### config.mk
export PLATFORM = sky130hd
export DESIGN_NAME = spi_slave_param
export DESIGN_NICKNAME = d
export VERILOG_FILES = /design/src/rtl/spi_pkg.sv /design/src/rtl/spi_slave_param_sync_2ff.sv /design/src/rtl/spi_slave_param.sv
export SDC_FILE = /design/constraint.sdc
export NUM_CORES = 1
export LEC_CHECK = 0
export CAP_MARGIN = 20
export CORE_ASPECT_RATIO = 0.75
export CORE_MARGIN = 8
export CORE_UTILIZATION = 35
export DETAILED_ROUTE_END_ITERATION = 7
export DONT_BUFFER_PORTS = 1
export GPL_TIMING_DRIVEN = 0
export PLACE_DENSITY_LB_ADDON = 0.1
export SYNTH_ARGS = -nofsm -noshare
export SYNTH_HDL_FRONTEND = slang
export SYNTH_SLANG_ARGS = --single-unit
### constraint.sdc
create_clock -name clk -period 1.65 [get_ports clk]
set_input_delay 0.2475 -clock clk [delete_from_list [all_inputs] [get_ports clk]]
set_output_delay 0.2475 -clock clk [all_outputs]
set_load 0.005 [all_outputs]
### src/rtl/spi_pkg.sv
// Shared types and constants for the parametrised SPI slave and its benches.
package spi_pkg;

    typedef enum logic [0:0] {
        IDLE   = 1'b0,
        ACTIVE = 1'b1
    } spis_state_t;

    localparam logic [7:0] TX_IDLE_DEFAULT = 8'hA5;

    // Encoding is {CPOL, CPHA}
    typedef enum logic [1:0] {
        MODE0 = 2'b00,
        MODE1 = 2'b01,
        MODE2 = 2'b10,
        MODE3 = 2'b11
    } spi_mode_t;

    function automatic bit mode_cpol(input spi_mode_t m);
        return m[1];
    endfunction

    function automatic bit mode_cpha(input spi_mode_t m);
        return m[0];
    endfunction

endpackage

### src/rtl/spi_slave_param_sync_2ff.sv
// Two-flop synchroniser for one asynchronous pin, with a selectable reset level.
module sync_2ff #(
    parameter bit RST_VAL = 1'b0
) (
    input  logic clk,
    input  logic rst,
    input  logic d,
    output logic q
);

    logic meta;

    always_ff @(posedge clk or posedge rst) begin
        if (rst) begin
            meta <= RST_VAL;
            q    <= RST_VAL;
        end else begin
            meta <= d;
            q    <= meta;
        end
    end

endmodule

### src/rtl/spi_slave_param.sv
// Parametrised SPI slave (any CPOL/CPHA, DATA_W-bit words, multi-word frames).
// Optional feature: define SPIS_UNDERRUN_EN to add the tx_underrun pulse output.
module spi_slave_param
    import spi_pkg::*;
#(
    parameter int unsigned          DATA_W  = 8,
    parameter bit                   CPOL    = 1'b0,
    parameter bit                   CPHA    = 1'b0,
    parameter logic [DATA_W-1:0]    TX_IDLE = DATA_W'(TX_IDLE_DEFAULT)
) (
    input  logic              clk,
    input  logic              rst,
    input  logic              sclk,
    input  logic              cs_n,
    input  logic              mosi,
    output logic              miso,
    output logic              miso_oe,
    input  logic [DATA_W-1:0] tx_data,
    input  logic              tx_valid,
    output logic              tx_ready,
    output logic [DATA_W-1:0] rx_data,
    output logic              rx_valid,
`ifdef SPIS_UNDERRUN_EN
    output logic              frame_active,
    output logic              tx_underrun
`else
    output logic              frame_active
`endif
);

    localparam int unsigned   CNT_W    = $clog2(DATA_W);
    localparam logic [CNT_W-1:0] LAST_BIT = CNT_W'(DATA_W - 1);

    localparam logic [0:0] ST_IDLE   = IDLE;
    localparam logic [0:0] ST_ACTIVE = ACTIVE;

    logic              sclk_s;
    logic              cs_n_s;
    logic              mosi_s;
    logic              sclk_d;

    logic [0:0]        state;
    logic [CNT_W-1:0]  bit_cnt;
    logic [DATA_W-2:0] rx_shift;
    logic [DATA_W-1:0] tx_shift;
    logic [DATA_W-1:0] tx_buf;
    logic              tx_full;
    logic              frame_active_r;

    logic rise;
    logic fall;
    logic lead;
    logic trail;
    logic active;
    logic start;
    logic stop;
    logic run;
    logic sample_e;
    logic shift_e;
    logic load;
    logic word_done;
    logic wr;

    sync_2ff #(.RST_VAL(CPOL)) u_sync_sclk (
        .clk (clk),
        .rst (rst),
        .d   (sclk),
        .q   (sclk_s)
    );

    sync_2ff #(.RST_VAL(1'b1)) u_sync_cs_n (
        .clk (clk),
        .rst (rst),
        .d   (cs_n),
        .q   (cs_n_s)
    );

    sync_2ff #(.RST_VAL(1'b0)) u_sync_mosi (
        .clk (clk),
        .rst (rst),
        .d   (mosi),
        .q   (mosi_s)
    );

    always_ff @(posedge clk or posedge rst) begin
        if (rst) begin
            sclk_d <= CPOL;
        end else begin
            sclk_d <= sclk_s;
        end
    end

    always_comb begin
        rise      = sclk_s & ~sclk_d;
        fall      = ~sclk_s & sclk_d;
        lead      = CPOL ? fall : rise;
        trail     = CPOL ? rise : fall;
        active    = (state == ST_ACTIVE);
        start     = !active && !cs_n_s;
        stop      = active && cs_n_s;
        run       = active && !cs_n_s;
        sample_e  = run && (CPHA ? trail : lead);
        shift_e   = run && (CPHA ? lead : trail);
        word_done = sample_e && (bit_cnt == LAST_BIT);
        // CPHA=0: a shift edge seen with bit_cnt at 0 can only follow a completed word,
        // so it doubles as "first trailing edge after the word"; CPHA=1 loads at bit 0 directly.
        load      = (start && !CPHA) || (shift_e && (bit_cnt == '0));
        wr        = tx_valid && !tx_full;
    end

    always_ff @(posedge clk or posedge rst) begin
        if (rst) begin
            state          <= ST_IDLE;
            bit_cnt        <= '0;
            rx_shift       <= '0;
            rx_data        <= '0;
            rx_valid       <= 1'b0;
            frame_active_r <= 1'b0;
        end else begin
            rx_valid       <= 1'b0;
            frame_active_r <= active;

            if (start) begin
                state <= ST_ACTIVE;
            end

            if (stop) begin
                state   <= ST_IDLE;
                bit_cnt <= '0;
            end

            if (sample_e) begin
                rx_shift <= {rx_shift[DATA_W-3:0], mosi_s};
                if (word_done) begin
                    rx_data  <= {rx_shift, mosi_s};
                    rx_valid <= 1'b1;
                    bit_cnt  <= '0;
                end else begin
                    bit_cnt  <= bit_cnt + 1'b1;
                end
            end
        end
    end

    // A write can only be accepted while the buffer is empty, so it never collides
    // with a load that drains the buffer.
    always_ff @(posedge clk or posedge rst) begin
        if (rst) begin
            tx_shift <= TX_IDLE;
            tx_buf   <= '0;
            tx_full  <= 1'b0;
        end else begin
            if (load) begin
                if (tx_full) begin
                    tx_shift <= tx_buf;
                    tx_full  <= 1'b0;
                end else begin
                    tx_shift <= TX_IDLE;
                end
            end else if (shift_e) begin
                tx_shift <= {tx_shift[DATA_W-2:0], 1'b0};
            end

            if (wr) begin
                tx_buf  <= tx_data;
                tx_full <= 1'b1;
            end
        end
    end

`ifdef SPIS_UNDERRUN_EN
    always_ff @(posedge clk or posedge rst) begin
        if (rst) begin
            tx_underrun <= 1'b0;
        end else begin
            tx_underrun <= load && !tx_full;
        end
    end
`endif

    assign tx_ready     = !tx_full;
    assign frame_active = frame_active_r;
    assign miso_oe      = frame_active_r;
    assign miso         = frame_active_r ? tx_shift[DATA_W-1] : 1'b0;

endmodule

[After elaboration in Yosys (flattened, before gate mapping)]
Index checks and enable logic that the tools add are counted.
Storage, ports and cells
  bits in registers: 45
  input bits: 14
  output and inout port bits: 13
  word-level logic and storage cells: 53
Operators by class
  add/subtract/negate cells: 1
  eq/ne operators: 1
  multiplexer cells: 13
  bitwise operators: 4
  reductions and logical operators: 18
Operators with widths (count)
  8-bit two-way mux: 3
  3-bit two-way mux: 3
  1-bit logical AND: 8
  2-bit nonzero test: 4
  1-bit two-way mux: 7
  3-bit by 1-bit adder with 3-bit output (second input constant): 1
  3-bit == test (second input constant): 1
  1-bit logical NOT: 3
  3-bit logical NOT: 1
  1-bit AND: 2
  1-bit inverter: 2
  2-bit AND reduction: 1
  1-bit logical OR: 1

[Logic depth before layout (Yosys ltp)]
  depth in word-level cells: 7
  gate-level depth with buffers: 6
  depth with buffers taken out: 5

[Hierarchy]
Synthesis repeated with hierarchy kept, for this count alone.
Second synthesis, totals
  cells, all modules: 150
  area total of the unflattened synthesis: 1949.4 sq um
Modules (own cells, without submodules)
  spi_slave_param: instances 1, cells an instance 141, area each 1785.5 sq um, sequential area each 980.9 sq um
  sync_2ff (u_sync_mosi ...): instances 2, cells an instance 3, area each 53.8 sq um, sequential area each 50.0 sq um
  sync_2ff (u_sync_cs_n): instances 1, cells an instance 3, area each 56.3 sq um, sequential area each 52.6 sq um

[Worst setup path before layout]
Ideal clock, no wire load.
  path kind: reg2reg
  start: register u_sync_cs_n.q
  end: register rx_shift[0]
  library setup time: 0.125 ns
  data arrival time: 1.364 ns
  required time: 1.525 ns
  slack: 0.161 ns
  stages on the path, launching flop included: 6
  buffers on the path: 1
  period minus slack after synthesis: 1.489 ns
  cell sequence: dfstp_2 -> inv_1 -> ha_1 -> nand3b_4 -> buf_6 -> mux2_2
On the way
  cells in the longest elaborated chain, start to end: 3
RTL lines
  from (decl): line spi_slave_param_sync_2ff.sv:8  | output logic q
  from (signal assigned): line spi_slave_param_sync_2ff.sv:19  | q <= meta;
  1-bit logical NOT: line spi_slave_param.sv:101  | run = active && !cs_n_s;
  1-bit logical AND: line spi_slave_param.sv:101
  1-bit logical AND: line spi_slave_param.sv:102  | sample_e = run && (CPHA ? trail : lead);
  to (signal assigned): line spi_slave_param.sv:133  | rx_shift <= {rx_shift[DATA_W-3:0], mosi_s};
  to (decl): line spi_slave_param.sv:44  | logic [DATA_W-2:0] rx_shift;
Every way passes these cells.
A chain may end at the register's enable or synchronous reset.

[Final worst setup path]
  start: register bit_cnt[0]
  end: register rx_data[0]
On the way
  cells in the longest elaborated chain, start to end: 3
RTL lines
  from (decl): line spi_slave_param.sv:43  | logic [CNT_W-1:0] bit_cnt;
  from (signal assigned): line spi_slave_param.sv:139  | bit_cnt <= bit_cnt + 1'b1;
  3-bit == test: line spi_slave_param.sv:104  | word_done = sample_e && (bit_cnt == LAST_BIT);
  1-bit logical AND: line spi_slave_param.sv:104
  2-bit AND reduction (no source line)
  to (signal assigned): line spi_slave_param.sv:135  | rx_data <= {rx_shift, mosi_s};
  to (decl): line spi_slave_param.sv:21  | output logic [DATA_W-1:0] rx_data,
Every way passes these cells.

==> results.ini <==
[cells_and_area]
postLayoutCellArea_um2 = 2250
final_core_utilization_pct = 42.0
fill_cells = 511
antenna_cells_inserted = 0
fin_nets = 179
stdcell_count = 235
syn2layout_area_growth_pct = 15.7
most_frequent_standard_cell_in_the_layout_excluding_fill_and_tap_cells = dfrtp_1
post_route_cells_drive_above_1_share_pct = 33.1
layout_common_cells = dfrtp_1 (39), mux2_2 (20), inv_1 (10)

[sta]
layout_worst_path_cycle_share_pct = 94.5
totalNegativeSetupSlack_ns = 0
min_period_ns = 1.56
rsz0062_at_grt = false
timing_hold_violations_final = 0
worst_slew_margin_rel_pct = 79.2
timing.fmax_mhz = 641
maxSlewViolCount = 0
whs_ns = 0.0777
timing_worst_slew_pin_value_ns = 0.311
finalSetupViolCount = 0
setup_slack_ns = 0.0900
timing.clock.skew_ns = 0.00414

[power_and_ir_drop]
total_power_mw = 3.53
power.static_leakage_nw = 1.06
power_density_nw_per_um2 = 1570
vdd.ir_drop.worst_mv = 0.740

[routing]
drc_errors = 0
detailroute.wirelength.met2_mm = 1.59
wirelength_routed_mm = 3.65
drtIter0Drc = 53
route.vias.total = 1136
via_per_inst = 4.83
routed.top_layer = met4
first_pass_iters = 4
postRouteAntennaNets = 0
route.detailed.wl_per_inst_um = 15.5
wl_met1_mm = 1.75
met3_length_um = 260

[clock_tree]
clk_pin_slew_worst_paths_ns = 0.09
cts_buffer_depth = 2
cts_sinks = 45
clock_insertion_delay_worst_skew_ns = 0.30
tritoncts = built
clock_tree.htree_level_count = 2
cts.root.buffer_cell = clkbuf_8
cts-buffers-inserted = 5

[placed_design]
preCtsSetupSlack_ns = 0.00525
dp_hpwl_mm = 2.59
placer_congestion_estimate = 0.715
placedInstanceArea_um2 = 2050
buffer_ports.inserted = 0
dp_cells = 223

[yosys]
synth_nets = 167
synthesis.area_per_instance_um2 = 13.2
yosys.cell_types.count = 30
postSynthCellCount = 147
yosysSeqAreaShare_pct = 58.4
synth_area_um2 = 1940
yosys_warnings = 0
synth-seq-cells = 45

[worst_setup_path]
critical_path_required_ns = 1.84
worstSetupEndpointType = flip-flop
cp_data_arrival_time_ns = 1.75
worst-setup-path-type = flip-flop to flip-flop
critPathLaunchType = flip-flop
crit_path_max_fanout = 9

[die]
floorplan.die.height_um = 80.5
fp.dieW_um = 102
initial_utilization_pct = 36.3
design.die.area_um2 = 8210
row_count = 23
core_um2 = 5350
floorplan.io_pins = 27

[run]
maxCapViolations = 0

[worst_hold_path]
min-delay-path-class = primary input to flip-flop

[global_routing]
grt_first_pass_wirelength_mm = 6.22
grt_max_degree = 34
antenna_found_initial = 0
globalRoute.totalOverflow = 0
first_global_vias = 1255
groute.usage.overall_pct = 9.97

[outcome]
outcome = complete, no violations

kinds of logic after synthesis:
family,after synthesis,share of synthesized area (%)
compound gates,24,8.45
buf+inv,19,5.67
flops,45,58.4
simple gates,32,11.5
mux,21,12.1
fa+ha+maj,6,3.87
final cells by class:
type	instances	area, um^2	area share (%)
sequential	45	1130	50.5
multi-input combinational	83	723	32.2
tap	75	93.8	4.18
clock buffer	6	82.6	3.68
buffer	8	73.8	3.29
timing repair buffer	5	60.1	2.67
inverter	11	41.3	1.84
clock inverter	2	37.5	1.67
sequential cells by signal, indices dropped and copies added, names as in the netlist:
register and cells:
rx_data 8, tx_buf 8, tx_shift 8, rx_shift 7, bit_cnt 3, active 1
frame_active 1, rx_valid 1, sclk_d 1, tx_full 1, u_sync_cs_n.meta 1, u_sync_cs_n.q 1
u_sync_mosi.meta 1, u_sync_mosi.q 1, u_sync_sclk.meta 1, u_sync_sclk.q 1
repair_timing:
| action | in CTS | in global routing |
|---|---|---|
| setup buffers | 0 | 0 |
| resized for setup | 2 | 7 |
| hold buffers | 4 | 0 |
| cloned | 0 | 0 |
| setup endpoints to repair | 4 | 13 |
| pin swaps | 0 | 3 |
| endpoints found under the hold margin | 14 | 0 |
cells in the mapped netlist:
| library cell | count | area, um^2 |
|---|---|---|
| nand3b_1 | 7 | 52.6 |
| a31oi_1 | 4 | 25.0 |
| nand3_1 | 3 | 15.0 |
| inv_1 | 11 | 41.3 |
| nor2b_2 | 2 | 17.5 |
| o211ai_1 | 4 | 30.0 |
| nand3b_4 | 1 | 20.0 |
| mux2_2 | 20 | 225 |
| o21ai_0 | 5 | 25.0 |
| clkbuf_8 | 1 | 13.8 |
| and3b_1 | 1 | 8.76 |
| buf_2 | 2 | 10.0 |
| a21o_1 | 1 | 7.51 |
| mux2i_1 | 1 | 10.0 |
| nand4b_2 | 1 | 15.0 |
| buf_4 | 3 | 22.5 |
| dfrtp_1 | 39 | 976 |
| a21oi_1 | 2 | 10.0 |
| nand2b_1 | 2 | 12.5 |
| o211a_1 | 3 | 30.0 |
| buf_6 | 2 | 22.5 |
| nor2_4 | 1 | 11.3 |
| ha_1 | 6 | 75.1 |
| dfstp_2 | 6 | 158 |
| nand2_1 | 4 | 15.0 |
| and2_1 | 1 | 6.26 |
| or3b_1 | 1 | 8.76 |
| o22ai_1 | 1 | 6.26 |
| o31ai_1 | 4 | 30.0 |
| nor3_1 | 8 | 40.0 |
path summary, 6_finish.rpt:
check	from	end	slack, ns	cells past startpoint
worst max-delay path	bit_cnt[0]	rx_data[0]	0.09	4
worst min-delay path	tx_data[2]	tx_buf[2]	0.08	2
worst max register to register	bit_cnt[0]	rx_data[0]	0.09	4
worst min register to register	u_sync_cs_n.meta	u_sync_cs_n.q	0.36	0
max in group asynchronous	rst	tx_shift[7]	0.75	3
min in group asynchronous	rst	u_sync_mosi.meta	0.35	2
worst max-delay path, cell delays in order, from the launching register on:
cell and delay, ns:
dfrtp_1 0.42, ha_1 0.22, ha_1 0.26, nand4b_4 0.20
mux2_2 0.36
layer usage:
metal	up-vias	GRT usage [%]
met5	-	0
met2	29	13.9
met4	0	4.82
met3	5	4.58
met1	560	12.7
li1	542	-
power by group:
| group | switching [mW] | total [mW] | internal [mW] |
|---|---|---|---|
| Clock | 0.376 | 0.869 | 0.492 |
| Sequential | 0.196 | 1.67 | 1.47 |
| Combinational | 0.491 | 0.997 | 0.506 |
No activity file was read; power rests on OpenSTA's default activity.
